<file path="src/rtl/second_tick_uart_reporter_if.sv">
// Bundle between the second-tick source and the UART reporter.
// No latency of its own; it only carries signals between the two sides.
// No backpressure: tick_i is a pulse, and busy/overrun report what happened to it.
interface second_tick_uart_reporter_if #(
    parameter int DIGITS = 4
);
    logic                  tick_i;
    logic                  uart_tx;
    logic                  busy;
    logic [4*DIGITS-1:0]   sec_count;
    logic                  overrun;

    // tick source side
    modport master (
        output tick_i,
        input  uart_tx,
        input  busy,
        input  sec_count,
        input  overrun
    );

    // reporter side
    modport slave (
        input  tick_i,
        output uart_tx,
        output busy,
        output sec_count,
        output overrun
    );
endinterface

</file>
<file path="src/rtl/second_tick_uart_reporter.sv">
// Counts second ticks in BCD and sends each count as "DDDD\r\n" on an 8N1 UART.
// Latency: sec_count and start bit from the cycle after the tick; frame lasts (DIGITS+2)*10*DIV cycles.
// Backpressure: none; a tick while busy still counts, sets sticky overrun and drops the frame.
module second_tick_uart_reporter #(
    parameter int CLOCK_Fre = 4000000,
    parameter int BAUD      = 115200,
    parameter int DIGITS    = 4
) (
    input  logic                          clk,
    input  logic                          reset,
    second_tick_uart_reporter_if.slave    bus
);
    localparam int DIV = CLOCK_Fre / BAUD;
    localparam int BW  = (DIV > 2) ? $clog2(DIV) : 1;
    localparam int CW  = $clog2(DIGITS + 2);
    localparam int NW  = 4 * DIGITS;

    localparam logic [BW-1:0] BAUD_LAST = BW'(DIV - 1);
    localparam logic [CW-1:0] CHAR_LAST = CW'(DIGITS + 1);

    generate
        if (DIV < 2) begin : g_div_check
            $error("second_tick_uart_reporter: CLOCK_Fre/BAUD must be at least 2");
        end
        if (DIGITS < 1 || DIGITS > 8) begin : g_digits_check
            $error("second_tick_uart_reporter: DIGITS must be in 1..8");
        end
    endgenerate

    typedef enum logic [1:0] {IDLE, START, DATA, STOP} state_t;

    state_t          state_q, state_d;
    logic [BW-1:0]   baud_q, baud_d;
    logic [2:0]      bit_q, bit_d;
    logic [CW-1:0]   char_q, char_d;
    logic [NW-1:0]   snap_q, snap_d;
    logic [NW-1:0]   cnt_q, cnt_d;
    logic            ovr_q, ovr_d;
    logic            tx_q, tx_d;

    // BCD +1: each digit wraps 9->0 and carries; all-9s silently wraps to zero.
    function automatic logic [NW-1:0] bcd_inc(input logic [NW-1:0] v);
        logic [NW-1:0] r;
        logic          carry;
        r     = v;
        carry = 1'b1;
        for (int i = 0; i < DIGITS; i++) begin
            if (carry) begin
                if (v[4*i +: 4] == 4'd9) begin
                    r[4*i +: 4] = 4'd0;
                end else begin
                    r[4*i +: 4] = v[4*i +: 4] + 4'd1;
                    carry       = 1'b0;
                end
            end
        end
        return r;
    endfunction

    // Character at position idx: snapshot digits MSD first as ASCII, then CR, then LF.
    function automatic logic [7:0] char_byte(input logic [CW-1:0] idx, input logic [NW-1:0] snap);
        int i;
        i = int'(idx);
        if (i < DIGITS) begin
            return 8'h30 + {4'h0, snap[4*(DIGITS-1-i) +: 4]};
        end else if (i == DIGITS) begin
            return 8'h0D;
        end else begin
            return 8'h0A;
        end
    endfunction

    // Next-state, counters, BCD count and the registered serial bit.
    always_comb begin
        logic [NW-1:0] cnt_inc;
        logic [7:0]    tx_byte;
        logic          baud_last;

        state_d   = state_q;
        baud_d    = baud_q;
        bit_d     = bit_q;
        char_d    = char_q;
        snap_d    = snap_q;
        cnt_d     = cnt_q;
        ovr_d     = ovr_q;
        tx_d      = 1'b1;
        tx_byte   = 8'h00;
        cnt_inc   = bcd_inc(cnt_q);
        baud_last = (baud_q == BAUD_LAST);

        if (bus.tick_i) begin
            cnt_d = cnt_inc;
            if (state_q != IDLE) begin
                ovr_d = 1'b1;
            end
        end

        case (state_q)
            IDLE: begin
                if (bus.tick_i) begin
                    state_d = START;
                    baud_d  = '0;
                    bit_d   = '0;
                    char_d  = '0;
                    snap_d  = cnt_inc;
                end
            end
            START: begin
                if (baud_last) begin
                    baud_d  = '0;
                    bit_d   = '0;
                    state_d = DATA;
                end else begin
                    baud_d = baud_q + 1'b1;
                end
            end
            DATA: begin
                if (baud_last) begin
                    baud_d = '0;
                    if (bit_q == 3'd7) begin
                        state_d = STOP;
                    end else begin
                        bit_d = bit_q + 1'b1;
                    end
                end else begin
                    baud_d = baud_q + 1'b1;
                end
            end
            STOP: begin
                if (baud_last) begin
                    baud_d = '0;
                    if (char_q == CHAR_LAST) begin
                        state_d = IDLE;
                    end else begin
                        char_d  = char_q + 1'b1;
                        state_d = START;
                    end
                end else begin
                    baud_d = baud_q + 1'b1;
                end
            end
            default: state_d = IDLE;
        endcase

        // The line level follows the state being entered, so uart_tx comes straight off a flop.
        case (state_d)
            START: tx_d = 1'b0;
            DATA: begin
                tx_byte = char_byte(char_d, snap_d);
                tx_d    = tx_byte[bit_d];
            end
            default: tx_d = 1'b1;
        endcase
    end

    // State register; reset aborts any frame in progress.
    always_ff @(posedge clk or posedge reset) begin
        if (reset) begin
            state_q <= IDLE;
            baud_q  <= '0;
            bit_q   <= '0;
            char_q  <= '0;
            snap_q  <= '0;
            cnt_q   <= '0;
            ovr_q   <= 1'b0;
            tx_q    <= 1'b1;
        end else begin
            state_q <= state_d;
            baud_q  <= baud_d;
            bit_q   <= bit_d;
            char_q  <= char_d;
            snap_q  <= snap_d;
            cnt_q   <= cnt_d;
            ovr_q   <= ovr_d;
            tx_q    <= tx_d;
        end
    end

    assign bus.uart_tx   = tx_q;
    assign bus.busy      = (state_q != IDLE);
    assign bus.sec_count = cnt_q;
    assign bus.overrun   = ovr_q;
endmodule

</file>
<file path="src/flat_wrapper.sv">
// flat-port wrapper written by rule: the top's interface ports become plain ports
module second_tick_uart_reporter_flat 
#(
    parameter int CLOCK_Fre = 4000000,
    parameter int BAUD      = 115200,
    parameter int DIGITS    = 4
)
  (clk, reset, bus_tick_i, bus_uart_tx, bus_busy, bus_sec_count, bus_overrun);
  second_tick_uart_reporter_if #(.DIGITS(DIGITS)) bus_i ();
  input  logic clk;
  input  logic reset;
  input wire logic [$bits(bus_i.tick_i)-1:0] bus_tick_i;
  output wire logic [$bits(bus_i.uart_tx)-1:0] bus_uart_tx;
  output wire logic [$bits(bus_i.busy)-1:0] bus_busy;
  output wire logic [$bits(bus_i.sec_count)-1:0] bus_sec_count;
  output wire logic [$bits(bus_i.overrun)-1:0] bus_overrun;
  assign bus_i.tick_i = bus_tick_i;
  assign bus_uart_tx = bus_i.uart_tx;
  assign bus_busy = bus_i.busy;
  assign bus_sec_count = bus_i.sec_count;
  assign bus_overrun = bus_i.overrun;
  second_tick_uart_reporter #(.CLOCK_Fre(CLOCK_Fre), .BAUD(BAUD), .DIGITS(DIGITS)) u_core (.clk(clk), .reset(reset), .bus(bus_i));
endmodule
</file>
<file path="config.mk">
export PLATFORM = sky130hd
export DESIGN_NAME = second_tick_uart_reporter_flat
export DESIGN_NICKNAME = d
export VERILOG_FILES = /design/src/rtl/second_tick_uart_reporter_if.sv /design/src/rtl/second_tick_uart_reporter.sv /design/src/flat_wrapper.sv
export SDC_FILE = /design/constraint.sdc
export NUM_CORES = 1
export LEC_CHECK = 0
export ABC_AREA = 1
export BUFFER_PORTS_ARGS = -buffer_cell sky130_fd_sc_hd__buf_2
export CAP_MARGIN = 20
export CELL_PAD_IN_SITES_DETAIL_PLACEMENT = 0
export CELL_PAD_IN_SITES_GLOBAL_PLACEMENT = 1
export CORE_MARGIN = 2
export CORE_UTILIZATION = 48
export DETAILED_ROUTE_END_ITERATION = 10
export GPL_TIMING_DRIVEN = 0
export PLACE_DENSITY = 0.82
export SETUP_SLACK_MARGIN = 0.4
export SKIP_LAST_GASP = 1
export SLEW_MARGIN = 0
export SYNTH_ARGS = -nofsm -noshare
export SYNTH_HDL_FRONTEND = slang
export SYNTH_SLANG_ARGS = --single-unit
</file>
<file path="constraint.sdc">
create_clock -name clk -period 4.9 [get_ports clk]
set_clock_uncertainty 0.05 [all_clocks]
set_input_delay 0.245 -clock clk [delete_from_list [all_inputs] [get_ports clk]]
set_output_delay 0.245 -clock clk [all_outputs]
set_load 0.02 [all_outputs]
</file>
==> results of run 1 <==
## critical path: cells and delay by family, from the launching register on
family	cells	cell delay, ns
flops	1	0.42
simple gates	6	0.52
compound gates	3	0.37
fa+ha+maj	1	0.16
buf+inv	4	0.79
## path summary, 6_finish.rpt
| kind | cells after the start | slack (ns) | endpoint |
|---|---|---|---|
| hold / removal | 3 | 0.24 | u_core.bus.sec_count[9] |
| setup / recovery | 14 | 2.52 | u_core.bus.uart_tx |
| min in group asynchronous | 3 | 0.41 | u_core.bus.sec_count[10] |
| max in group asynchronous | 4 | 3.80 | u_core.bus.uart_tx |
| setup reg to reg | 14 | 2.52 | u_core.bus.uart_tx |
| hold reg to reg | 1 | 0.42 | u_core.bus.overrun |
## cells in the mapped netlist (all sizes together) (2+ instances only)
cell type / n
nand2: 123
inv: 52
dfrtp: 47
nand3: 37
nor2: 37
o21ai: 31
ha: 9
a21oi: 7
o22ai: 6
xor2: 6
a31oi: 5
buf: 5
nand4: 3
or2: 3
clkbuf: 2
nor3: 2
## sequential cells by signal, summed over array words and instances (netlist names)
| signal | cells |
|---|---|
| u_core.state_q | 2 |
| u_core.bus.overrun | 1 |
| u_core.bit_q | 3 |
| u_core.snap_q | 16 |
| u_core.bus.uart_tx | 1 |
| u_core.char_q | 3 |
| u_core.baud_q | 6 |
| u_core.bus.sec_count | 16 |
## layer usage
layer / vias to the layer above / wire length [µm]
met2: 26 / 2860
li1: 1297 / -
met4: 0 / 82
met3: 6 / 179
met1: 1200 / 3390
met5: - / 0
## repair_timing
item | 4_1_cts | 5_1_grt
endpoints found under the setup margin | 0 | 0
hold endpoints to repair | 15 | 0
hold buffers | 1 | 0
## stage by stage
step                      utilization (%)  instances  instance area, µm²
after floorplan                         -        385                2980
after global placement               53.3        480                3170
after detailed placement             53.6        481                3190
after CTS                            55.4        490                3300
after global routing                 55.4        490                3300
final                                55.4        490                3300
## logic make-up (layout without fill, tap and decap cells)
| kind of cell | count (synthesis) | count (layout) | share of synthesized area, % |
|---|---|---|---|
| xor+xnor | 7 | 7 | 2.06 |
| compound gates | 56 | 56 | 11.6 |
| fa+ha+maj | 9 | 9 | 3.78 |
| buf+inv | 59 | 89 | 7.72 |
| simple gates | 206 | 206 | 34.5 |
| flops | 48 | 48 | 40.3 |
## area by class of cell
type                       instances  area [µm²]
sequential                        48        1200
tap                               75        93.8
inverter                          52         198
clock inverter                     2        10.0
timing repair buffer              22         130
clock buffer                       6        82.6
multi-input combinational        278        1550
buffer                             7        32.5
fill                             603        2660
## power by group through the flow
stage | logic [mW] | registers [mW] | clock network, mW
final | 0.302 | 0.500 | 0.252
after CTS | 0.305 | 0.499 | 0.256
after detailed placement | 0.303 | 0.507 | 0
after floorplan | 0.169 | 0.550 | 0
after global placement | 0.298 | 0.506 | 0
after global routing | 0.340 | 0.509 | 0.274
==> impl_results.md, run 1 <==
* Status: completed
* Number of buffers inserted to repair setup after CTS at 0
* First-pass GRT wire length at 11100 µm
* Hold path startpoint: bus_tick_i
* Number of diodes at 0
* Delay of the slowest cell on the worst path at 0.42 ns
* Floorplan die area at 6860 µm²
* Sink count of the clock tree at 48
* Critical path peak fanout at 10
* Estimated wirelength of the detail-placed design at 4890 µm
* Initial antenna violation count at 0
* Clock root buffer: clkbuf_8
* Routability-driven placement congestion ratio at 0.814
* Netlist Area Pre-Place at 2980 µm²
* Number of flops mapped to enable cells by yosys at 0
* Kind of end point of the critical path: flop
* Height of the die at 82.8 µm
* Portion of synthesized cell area occupied by the leading cell type at 39.5%
* Number of setup violations in the final report at 0
* Worst endpoint required time at 5.09 ns
* Dominant synthesized flop cell: dfrtp_1
* Part of the power in registers at 47.4%
* TritonCTS clock tree: yes
* Max Buffers Root-to-Sink at 2
* Tightest Hold Check Type: in2reg
* Synthesis-to-finish area growth at 10.6%
* H-Tree Level Count at 2
* Area of the core region at 5960 µm²
* Overall via count from detail_route at 2529
* Max Cap Violations at 0
* Cts bufs inserted at 5
* Final routed DRC violation total at 0
* Clk Latency, worst-skew pair at 0.32 ns
* Hold WS at 0.244 ns
* Post-Synthesis Cells at 385
* Number of synthesized register bits at 48
* Max IR drop VDD at 276 µV
* Part of the power in the clock network at 23.9%
* Commonest cells after routing, fill and taps aside: nand2_1 (109), dfrtp_1 (47), inv_1 (44)
* Total negative slack at 0 ns
* Proportion of power drawn by combinational gates at 28.7%
* Post-route fraction of the period consumed by the critical path at 48.6%
* Final worst path period need at 2.38 ns
* Type of origin of the critical path: flop
* Cell-internal power at 0.645 mW
* GR met1 Demand/Resource at 31.3%
* Arrival time at the worst endpoint at 2.58 ns
* Netlist cell types at 42
* Lkg Pwr at 1.77 nW
* Final Routed Wirelength at 6520 µm
* Worst Max-Slew Pin Slew at 0.636 ns
* Slew Limit Headroom at 57.6%
* Worst path cell trace: inv_1 -> ha_1 -> buf_4 -> nand2_2 -> inv_1 -> buf_2 -> nor2_1 -> a31oi_2 -> nand2_1 -> nand2_1 -> nand2_1 -> nand3_1 -> a21oi_2 -> a21oi_2
* Post-Synthesis Net Count at 397
* Final count of pins violating max slew at 0
* Synth top area cells: dfrtp_1 (39%), nand2_1 (14%), inv_1 (5.7%), nand3_1 (4.9%), ha_1 (3.8%)
* Vias in the first global route at 2337
* Maximum achievable frequency at 0.420 GHz
* Worst-case setup margin in the final layout at 2.52 ns
* Switching pwr at 0.409 mW
* Ratio of routed vias to standard cells at 5.16
* Cts repair resizes at 0
* Switching Fraction at 38.8%
* Cell mode on critical path: nand2_1
* Global Route met2 Usage at 32.8%
* Async set-reset flop share out of synthesis at 100%
* Horizontal extent of the die at 82.8 µm
* Total power density per cell area at 320 nW/µm²
* Buffers on Ports at 20
* Number of nets in the layout at 426
* Pin count of the biggest net entering global routing at 34
* Number of search-and-repair iterations in the first detailed-routing pass at 4
* GRT busiest layer: met2
* Cell taking the most area after synthesis: dfrtp_1
* Worst setup path class: reg2reg
* Antenna Nets Post-Route at 0
* Register clock-pin slew on the reported worst setup and hold paths at 0.10 ns
* Number of cell rows at 28
* Number of top-level design ports at 22
* All-layer global routing usage at 21.7%
* Dpl ws at 2.52 ns
* Number of hold-slack violations in the final timing report at 0
* Proportion of synthesized chip area in sequential cells at 40.3%
* Total power of the final layout at 1.05 mW
* RSZ-0062 raised after global routing: no
* Crit. Startpoint: u_core.state_q[0]
* Met3 Resource Use GR at 4.65%
* Yosys Warn Count at 0
* Share of final-layout standard cells stronger than drive strength 1 at 20.2%
* Drt first-iter violations at 124
* Final routed wire length divided by cell count at 13.3 µm
* Reg-to-reg startpoint: u_core.state_q[0]
* Average footprint of a synthesized cell at 7.74 µm²
* Commonest non-fill, non-tap cell in the layout: nand2_1
* Starting density of the core at 50.0%
* Overflow left after global routing at 0
* Critical Path Slowest Stage Cell: dfrtp_1
(Power assumes the default switching activity.)
==> run 2, diff against run 1 <==
- ABC_AREA: 1 -> 0
- CORE_UTILIZATION: 48 -> 42
- PLACE_DENSITY: 0.82 -> 0.74
- clock period: 4.9 -> 2 ns (I/O delays scaled with it)
==> run 2 against run 1 <==
  * The run now ends with negative setup slack left
  * Area after synthesis fell by 2.7%
  * Hold slack worse by 0.057 ns
  * Global-route usage is 0.13 points higher
  * Synthesized cell count shrank 17%
  * Wire length grew 20%
  * Critical path type unchanged
==> impl_results.md, run 2 <==
* Status: complete, but fails checks
* Violated checks: negative setup slack
* Critical path peak fanout at 8 (-2)
* Netlist Area Pre-Place at 2900 µm² (-2.7%)
* Worst R2R End: u_core.bus.uart_tx
* Final count of pins violating max slew at 0 (unchanged)
* All-layer global routing usage at 21.8% (+0.13 points)
* Overflow left after global routing at 0 (unchanged)
* Antenna Nets Post-Route at 0 (unchanged)
* Initial antenna violation count at 0 (unchanged)
* Share of final-layout standard cells stronger than drive strength 1 at 40.1% (+20 points)
* Horizontal extent of the die at 87.1 µm (+5.2%)
* Synth top area cells: dfrtp_1 (41%), o21ai_0 (4.3%), ha_1 (3.9%), nand2_1 (3.9%), mux2i_1 (3.1%)
* Worst endpoint required time at 2.17 ns (-2.92 ns)
* Lkg Pwr at 1.85 nW (+4.6%)
* Slew Limit Headroom at 52.6% (-5.0 points)
* Dominant delay contributor by cell family on the critical path: simple AND/OR/NAND/NOR gates
* Maximum achievable frequency at 0.370 GHz (-12%)
* Worst Max-Slew Pin Slew at 0.711 ns (+0.0754 ns)
* Netlist cell types at 57 (+36%)
* Number of filler instances in the final layout at 535 (-11%)
* Inst Count DP at 420 (-13%)
* Area of the core region at 6720 µm² (+13%)
* Post-route fraction of the period consumed by the critical path at 135% (+87 points)
* Delay of the slowest cell on the worst path at 0.42 ns (about the same)
* Height of the die at 87.1 µm (+5.2%)
* Non-filler instance count after layout at 469 (-4.3%)
* Worst setup path class: reg2reg
* Starting density of the core at 43.1% (-6.9 points)
* Number of top-level design ports at 22 (unchanged)
* Worst path cell trace: inv_1 -> ha_1 -> or3b_4 -> or3_4 -> o311ai_4 -> buf_12 -> buf_4 -> mux2i_1 -> nand2_1 -> a211oi_2 -> o311ai_1
* Final routed DRC violation total at 0 (unchanged)
* Async set-reset flop share out of synthesis at 100% (unchanged)
* Final core occ at 62.0% (+6.6 points)
* Number of setup violations in the final report at 9 (+9)
* H-Tree Level Count at 2 (unchanged)
* Arrival time at the worst endpoint at 2.87 ns (+0.29 ns)
* Number of cell rows at 30 (+7.1%)
* Post-Synthesis Net Count at 330 (-17%)
* Routability-driven placement congestion ratio at 0.817 (+0.38%)
* Dominant synthesized flop cell: dfrtp_1
* Number of diodes at 0 (unchanged)
* Register clock-pin slew on the reported worst setup and hold paths at 0.09 ns (about the same)
* Synthesis-to-finish area growth at 43.6%
* Estimated wirelength of the detail-placed design at 4980 µm (+1.9%)
* Worst-case setup margin in the final layout at -0.703 ns (-3.22 ns)
* Clk Latency, worst-skew pair at 0.30 ns (-0.02 ns)
* Commonest non-fill, non-tap cell in the layout: dfrtp_1
* Final routed wire length divided by cell count at 16.7 µm (+25%)
* First-pass GRT wire length at 13000 µm (+17%)
* Yosys Warn Count at 0 (unchanged)
* Post-Synthesis Cells at 318 (-17%)
* Vias in the first global route at 2585 (+11%)
* TritonCTS clock tree: yes
* Cts bufs inserted at 5 (unchanged)
* RSZ-0062 raised after global routing: yes
* Reg-to-reg startpoint: u_core.baud_q[1]
* Critical Path Slowest Stage Cell: or3b_4
* Kind of end point of the critical path: flop
* Number of hold-slack violations in the final timing report at 0 (unchanged)
* Dpl ws at -0.986 ns (-3.51 ns)
* Worst reg2reg setup slack at -0.70 ns (-3.22 ns)
* CP Buf/Inv Count at 3 (-1)
* Max Cap Violations at 0 (unchanged)
* Depth of the worst register-to-register path at 11 (-3)
* Final Routed Wirelength at 7810 µm (+20%)
* Final worst path period need at 2.70 ns (+0.320 ns)
* Synth top cells by count: dfrtp_1 (47), nand2_1 (30), o21ai_0 (25)
* Cell taking the most area after synthesis: dfrtp_1
* Floorplan die area at 7580 µm² (+11%)
* Number of nets in the layout at 400 (-6.1%)
* Leading cell type by number of instances after synthesis: dfrtp_1
* Total power density per cell area at 712 nW/µm² (+120%)
* Proportion of synthesized chip area in sequential cells at 41.5% (+1.1 points)
* Average footprint of a synthesized cell at 9.12 µm² (+18%)
* Portion of synthesized cell area occupied by the leading cell type at 40.6% (+1.1 points)
* Commonest cells after routing, fill and taps aside: dfrtp_1 (42), buf_4 (32), nand2_1 (24)
* Sink count of the clock tree at 48 (unchanged)
* Pin count of the biggest net entering global routing at 42 (+24%)
* Max IR drop VDD at 531 µV (+93%)
* Type of origin of the critical path: flop
* Overall via count from detail_route at 2650 (+4.8%)
* Number of search-and-repair iterations in the first detailed-routing pass at 5 (+1)
* Clock root buffer: clkbuf_8
* Number of flops mapped to enable cells by yosys at 0 (unchanged)
* Tightest Hold Check Type: in2async
* Drt first-iter violations at 131 (+5.6%)
* Total power of the final layout at 2.97 mW (+180%)
* Ratio of routed vias to standard cells at 5.65 (+9.5%)
* Number of synthesized register bits at 48 (unchanged)
* Max Buffers Root-to-Sink at 2 (unchanged)
* Buffers on Ports at 21 (+5.0%)
* Hold WS at 0.187 ns (-0.0565 ns)
run 2: cell types whose count changed after synthesis, moves of 11 or more:
cell,before,now
inv_1,45,19
nor2b_1,0,11
nand2_1,109,30
clkbuf_1,2,13
nand3_1,29,5
run 2: logic make-up after synthesis:
family	synth area share [%]
fa+ha+maj	3.88
simple gates	22.4
mux	3.88
flops	41.5
buf+inv	4.75
xor+xnor	3.93
compound gates	19.7
run 2: layer usage:
| layer | part of all wire [%] | global-route usage [%] |
|---|---|---|
| met4 | 2.2 | 6.96 |
| met3 | 2.4 | 2.94 |
| met2 | 50 | 37.1 |
| met1 | 45 | 28.8 |
| met5 | 0 | 0 |
run 2: worst max path at each step:
stage,slack [ns],end,cells past startpoint,start
floorplan,-0.59,u_core.bus.uart_tx,10,u_core.baud_q[1]
global route,-0.85,u_core.bus.uart_tx,11,u_core.baud_q[1]
detailed placement,-0.99,u_core.bus.uart_tx,9,u_core.baud_q[1]
CTS,-0.67,u_core.bus.uart_tx,11,u_core.baud_q[1]
finish,-0.70,u_core.bus.uart_tx,11,u_core.baud_q[1]
global placement,-0.92,u_core.bus.uart_tx,9,u_core.baud_q[1]
run 2: layout make-up:
cell class	count	area, µm²	area share [%]
Inverter	21	81.3	1.95
Clock inverter	3	42.5	1.02
Sequential cell	48	1210	29.0
Buffer	15	161	3.88
Multi-Input combinational cell	234	2020	48.4
Clock buffer	5	68.8	1.65
Timing Repair Buffer	63	485	11.7
Tap cell	80	100	2.40
run 2: repair_timing:
item                       in CTS  in global routing
buffers inserted               31                  9
setup endpoints to repair      40                 43
hold buffers                    1                  0
hold endpoints to repair       47                  0
resized for setup              63                 43
pin swaps                      36                 25
run 2: metrics by stage:
stage / TNS [ns] / area (µm²)
detailed placement: -3.28 / 3260
global route: -2.75 / 4160
CTS: -1.59 / 3920
floorplan: -1.16 / 3040
global placement: -4.62 / 3240
finish: -1.67 / 4160
run 2: power by group:
| group | switching, mW | leakage (nW) | total [mW] | internal [mW] |
|---|---|---|---|---|
| combinational | 0.601 | 1.20 | 1.12 | 0.522 |
| sequential | 0.0746 | 0.601 | 1.12 | 1.05 |
| clock | 0.348 | 0.0541 | 0.719 | 0.371 |
| total | 1.02 | 1.85 | 2.97 | 1.94 |
run 2: worst min-delay path, stage by stage:
cell,delay [ns]
dlygate4sd3_1,0.53
buf_2,0.12
inv_2,0.16
==> run 3, diff against run 2 <==
==> constraint.sdc (replaced) <==
create_clock -name clk -period 2 [get_ports clk]
set_clock_uncertainty 0.05 [all_clocks]
set_input_delay 0.3 -clock clk [delete_from_list [all_inputs] [get_ports clk]]
set_output_delay 0.3 -clock clk [all_outputs]
set_load 0.02 [all_outputs]
==> run 3 against run 2 <==
  * The flow still finishes with violations (negative setup slack)
  * Die area unchanged
  * Combinational power rose by 6%
  * Design area grew 2.4%
  * Sequential power about the same
  * Clock power increased by 1%
  * Global-route usage is essentially flat
  * Worst setup slack better by 0.0010 ns
  * Count of clock-buffer cells in the layout unchanged
  * Cell count is 1.1% higher
  * Via count fell by 0.15%
  * Sequential share of layout area fell by 0.69 points
  * Fmax barely moved
  * Critical endpoint unchanged
  * Largest cell class unchanged
  * Largest power group is now combinational logic
==> impl_results.md, run 3 (synthesis results as in run 2) <==
* Status: complete, but fails checks
* Violated checks: negative setup slack
* Area of the core region at 6720 µm² (unchanged)
* Starting density of the core at 43.1% (unchanged)
* Ratio of routed vias to standard cells at 5.58 (-1.2%)
* Clock root buffer: clkbuf_8
* Switching Fraction at 35.1% (+0.57 points)
* Maximum achievable frequency at 0.370 GHz (about the same)
* Commonest non-fill, non-tap cell in the layout: dfrtp_1
* Vias in the first global route at 2586 (+0.039%)
* GRT busiest layer: met2
* Cts bufs inserted at 5 (unchanged)
* Final routed wire length divided by cell count at 16.8 µm (+0.71%)
* Overflow left after global routing at 0 (unchanged)
* Worst reg2reg setup slack at -0.70 ns (about the same)
* Pin count of the biggest net entering global routing at 42 (unchanged)
* Post-route fraction of the period consumed by the critical path at 135% (about the same)
* Worst setup path class: reg2reg
* Total area of multi-input combinational cells at 2050 µm² (+1.7%)
* GR met1 Demand/Resource at 28.9% (+0.060 points)
* Number of hold-slack violations in the final timing report at 0 (unchanged)
* Share of final-layout standard cells stronger than drive strength 1 at 42.4% (+2.3 points)
* Arrival time at the worst endpoint at 2.87 ns (about the same)
* Cell-internal power at 1.98 mW (+1.8%)
* Initial antenna violation count at 0 (unchanged)
* Max IR drop VDD at 548 µV (+3.1%)
* Final routed DRC violation total at 0 (unchanged)
* Final worst path period need at 2.70 ns (-0.000998 ns)
* Worst R2R End: u_core.bus.uart_tx
* Worst endpoint required time at 2.17 ns (about the same)
* Global Route met2 Usage at 37.1% (unchanged)
* Worst-case setup margin in the final layout at -0.702 ns (+0.000998 ns)
* Number of setup violations in the final report at 10 (+1)
* Commonest cells after routing, fill and taps aside: dfrtp_1 (42), buf_4 (35), nand2_1 (24)
* Floorplan die area at 7580 µm² (unchanged)
* Type of origin of the critical path: flop
* Height of the die at 87.1 µm (unchanged)
* Number of filler instances in the final layout at 527 (-1.5%)
* Worst Max-Slew Pin Slew at 0.466 ns (-0.245 ns)
* Reg-to-reg startpoint: u_core.baud_q[1]
* Total power density per cell area at 714 nW/µm² (+0.27%)
* Register clock-pin slew on the reported worst setup and hold paths at 0.09 ns (about the same)
* Overall via count from detail_route at 2646 (-0.15%)
* Depth of the worst register-to-register path at 11 (unchanged)
* Hold WS at 0.385 ns (+0.197 ns)
* Final Routed Wirelength at 7950 µm (+1.8%)
* Part of the power in registers at 37.0% (-0.9 points)
* Final count of pins violating max slew at 0 (unchanged)
* Switching pwr at 1.07 mW (+4.4%)
* Drt first-iter violations at 103 (-21%)
* Routability-driven placement congestion ratio at 0.817 (unchanged)
* All-layer global routing usage at 21.9% (about the same)
* Met3 Resource Use GR at 2.94% (unchanged)
* Number of diodes at 0 (unchanged)
* First-pass GRT wire length at 13000 µm (+0.11%)
* Number of nets in the layout at 405 (+1.3%)
* Horizontal extent of the die at 87.1 µm (unchanged)
* Number of search-and-repair iterations in the first detailed-routing pass at 4 (-1)
* Max Buffers Root-to-Sink at 2 (unchanged)
* Antenna Nets Post-Route at 0 (unchanged)
* Register Area at 1210 µm² (unchanged)
* Dpl ws at -0.986 ns (unchanged)
* Sink count of the clock tree at 48 (unchanged)
* TritonCTS clock tree: yes
* Max Cap Violations at 0 (unchanged)
* Inst Count DP at 420 (unchanged)
* Synthesis-to-finish area growth at 47.1%
* Lkg Pwr at 1.89 nW (+1.7%)
* Total negative slack at -1.75 ns (-0.0746 ns)
* Clk Latency, worst-skew pair at 0.31 ns (about the same)
* Critical path peak fanout at 8 (unchanged)
* H-Tree Level Count at 2 (unchanged)
* RSZ-0062 raised after global routing: yes
* Buffers on Ports at 21 (unchanged)
* Non-filler instance count after layout at 474 (+1.1%)
* Tightest Hold Check Type: in2async
* Kind of end point of the critical path: flop
* Number of top-level design ports at 22 (unchanged)
* Number of cell rows at 30 (unchanged)
* Slew Limit Headroom at 68.9% (+16 points)
* Part of the power in the clock network at 23.9% (-0.3 points)
* Estimated wirelength of the detail-placed design at 4980 µm (unchanged)
* Proportion of power drawn by combinational gates at 39.1% (+1.2 points)
==> run 3: changes by cell type in the layout (fill, tap and decap cells not counted), sizes merged <==
cell and change:
clkbuf -3, buf +8
==> run 3: critical path, stage by stage, from the launching register on <==
cell,delay [ns]
dfrtp_1,0.39
inv_1,0.06
ha_1,0.15
or3b_4,0.42
or3_4,0.37
o311ai_4,0.26
buf_12,0.16
buf_4,0.12
mux2i_1,0.20
nand2_1,0.09
a211oi_2,0.23
o311ai_1,0.12
==> run 3: area by class of cell <==
class | count | share of cell area [%]
multi-input combinational | 234 | 48.1
sequential | 48 | 28.3
timing repair buffer | 68 | 12.7
buffer | 15 | 3.87
tap | 80 | 2.35
inverter | 21 | 2.08
clock buffer | 5 | 1.61
clock inverter | 3 | 0.997
==> run 3: stage by stage <==
stage	total power, mW	utilization (%)	cell area, µm²
after floorplan	1.73	-	3040
after global placement	1.93	48.2	3240
after detailed placement	1.94	48.5	3260
after CTS	2.89	58.5	3930
after global routing	3.18	63.5	4270
final	3.05	63.5	4270
==> run 3: worst max path at each step <==
stage,start,to,slack [ns]
floorplan,u_core.baud_q[1],u_core.bus.uart_tx,-0.59
global placement,u_core.baud_q[1],u_core.bus.uart_tx,-0.92
detailed placement,u_core.baud_q[1],u_core.bus.uart_tx,-0.99
CTS,u_core.baud_q[1],u_core.bus.uart_tx,-0.67
global route,u_core.baud_q[1],u_core.bus.uart_tx,-0.85
finish,u_core.baud_q[1],u_core.bus.uart_tx,-0.70
==> run 3: power groups by stage <==
stage	registers, mW	clock network (mW)	logic [mW]
after detailed placement	1.13	0	0.805
after global placement	1.13	0	0.800
after global routing	1.14	0.766	1.28
after CTS	1.12	0.736	1.03
final	1.13	0.728	1.19
after floorplan	1.22	0	0.512
==> run 3: repair_timing <==
item,CTS,global route
pin swaps,37,26
setup endpoints to repair,40,43
hold buffers,1,0
buffers inserted,32,13
endpoints found under the hold margin,7,0
resized for setup,64,64
==> run 3: per-layer routing <==
layer | part of all wire, % | vias to the layer above
li1 | - | 1300
met1 | 45 | 1284
met2 | 51 | 54
met3 | 2.8 | 8
met4 | 1.4 | 0
met5 | 0 | -
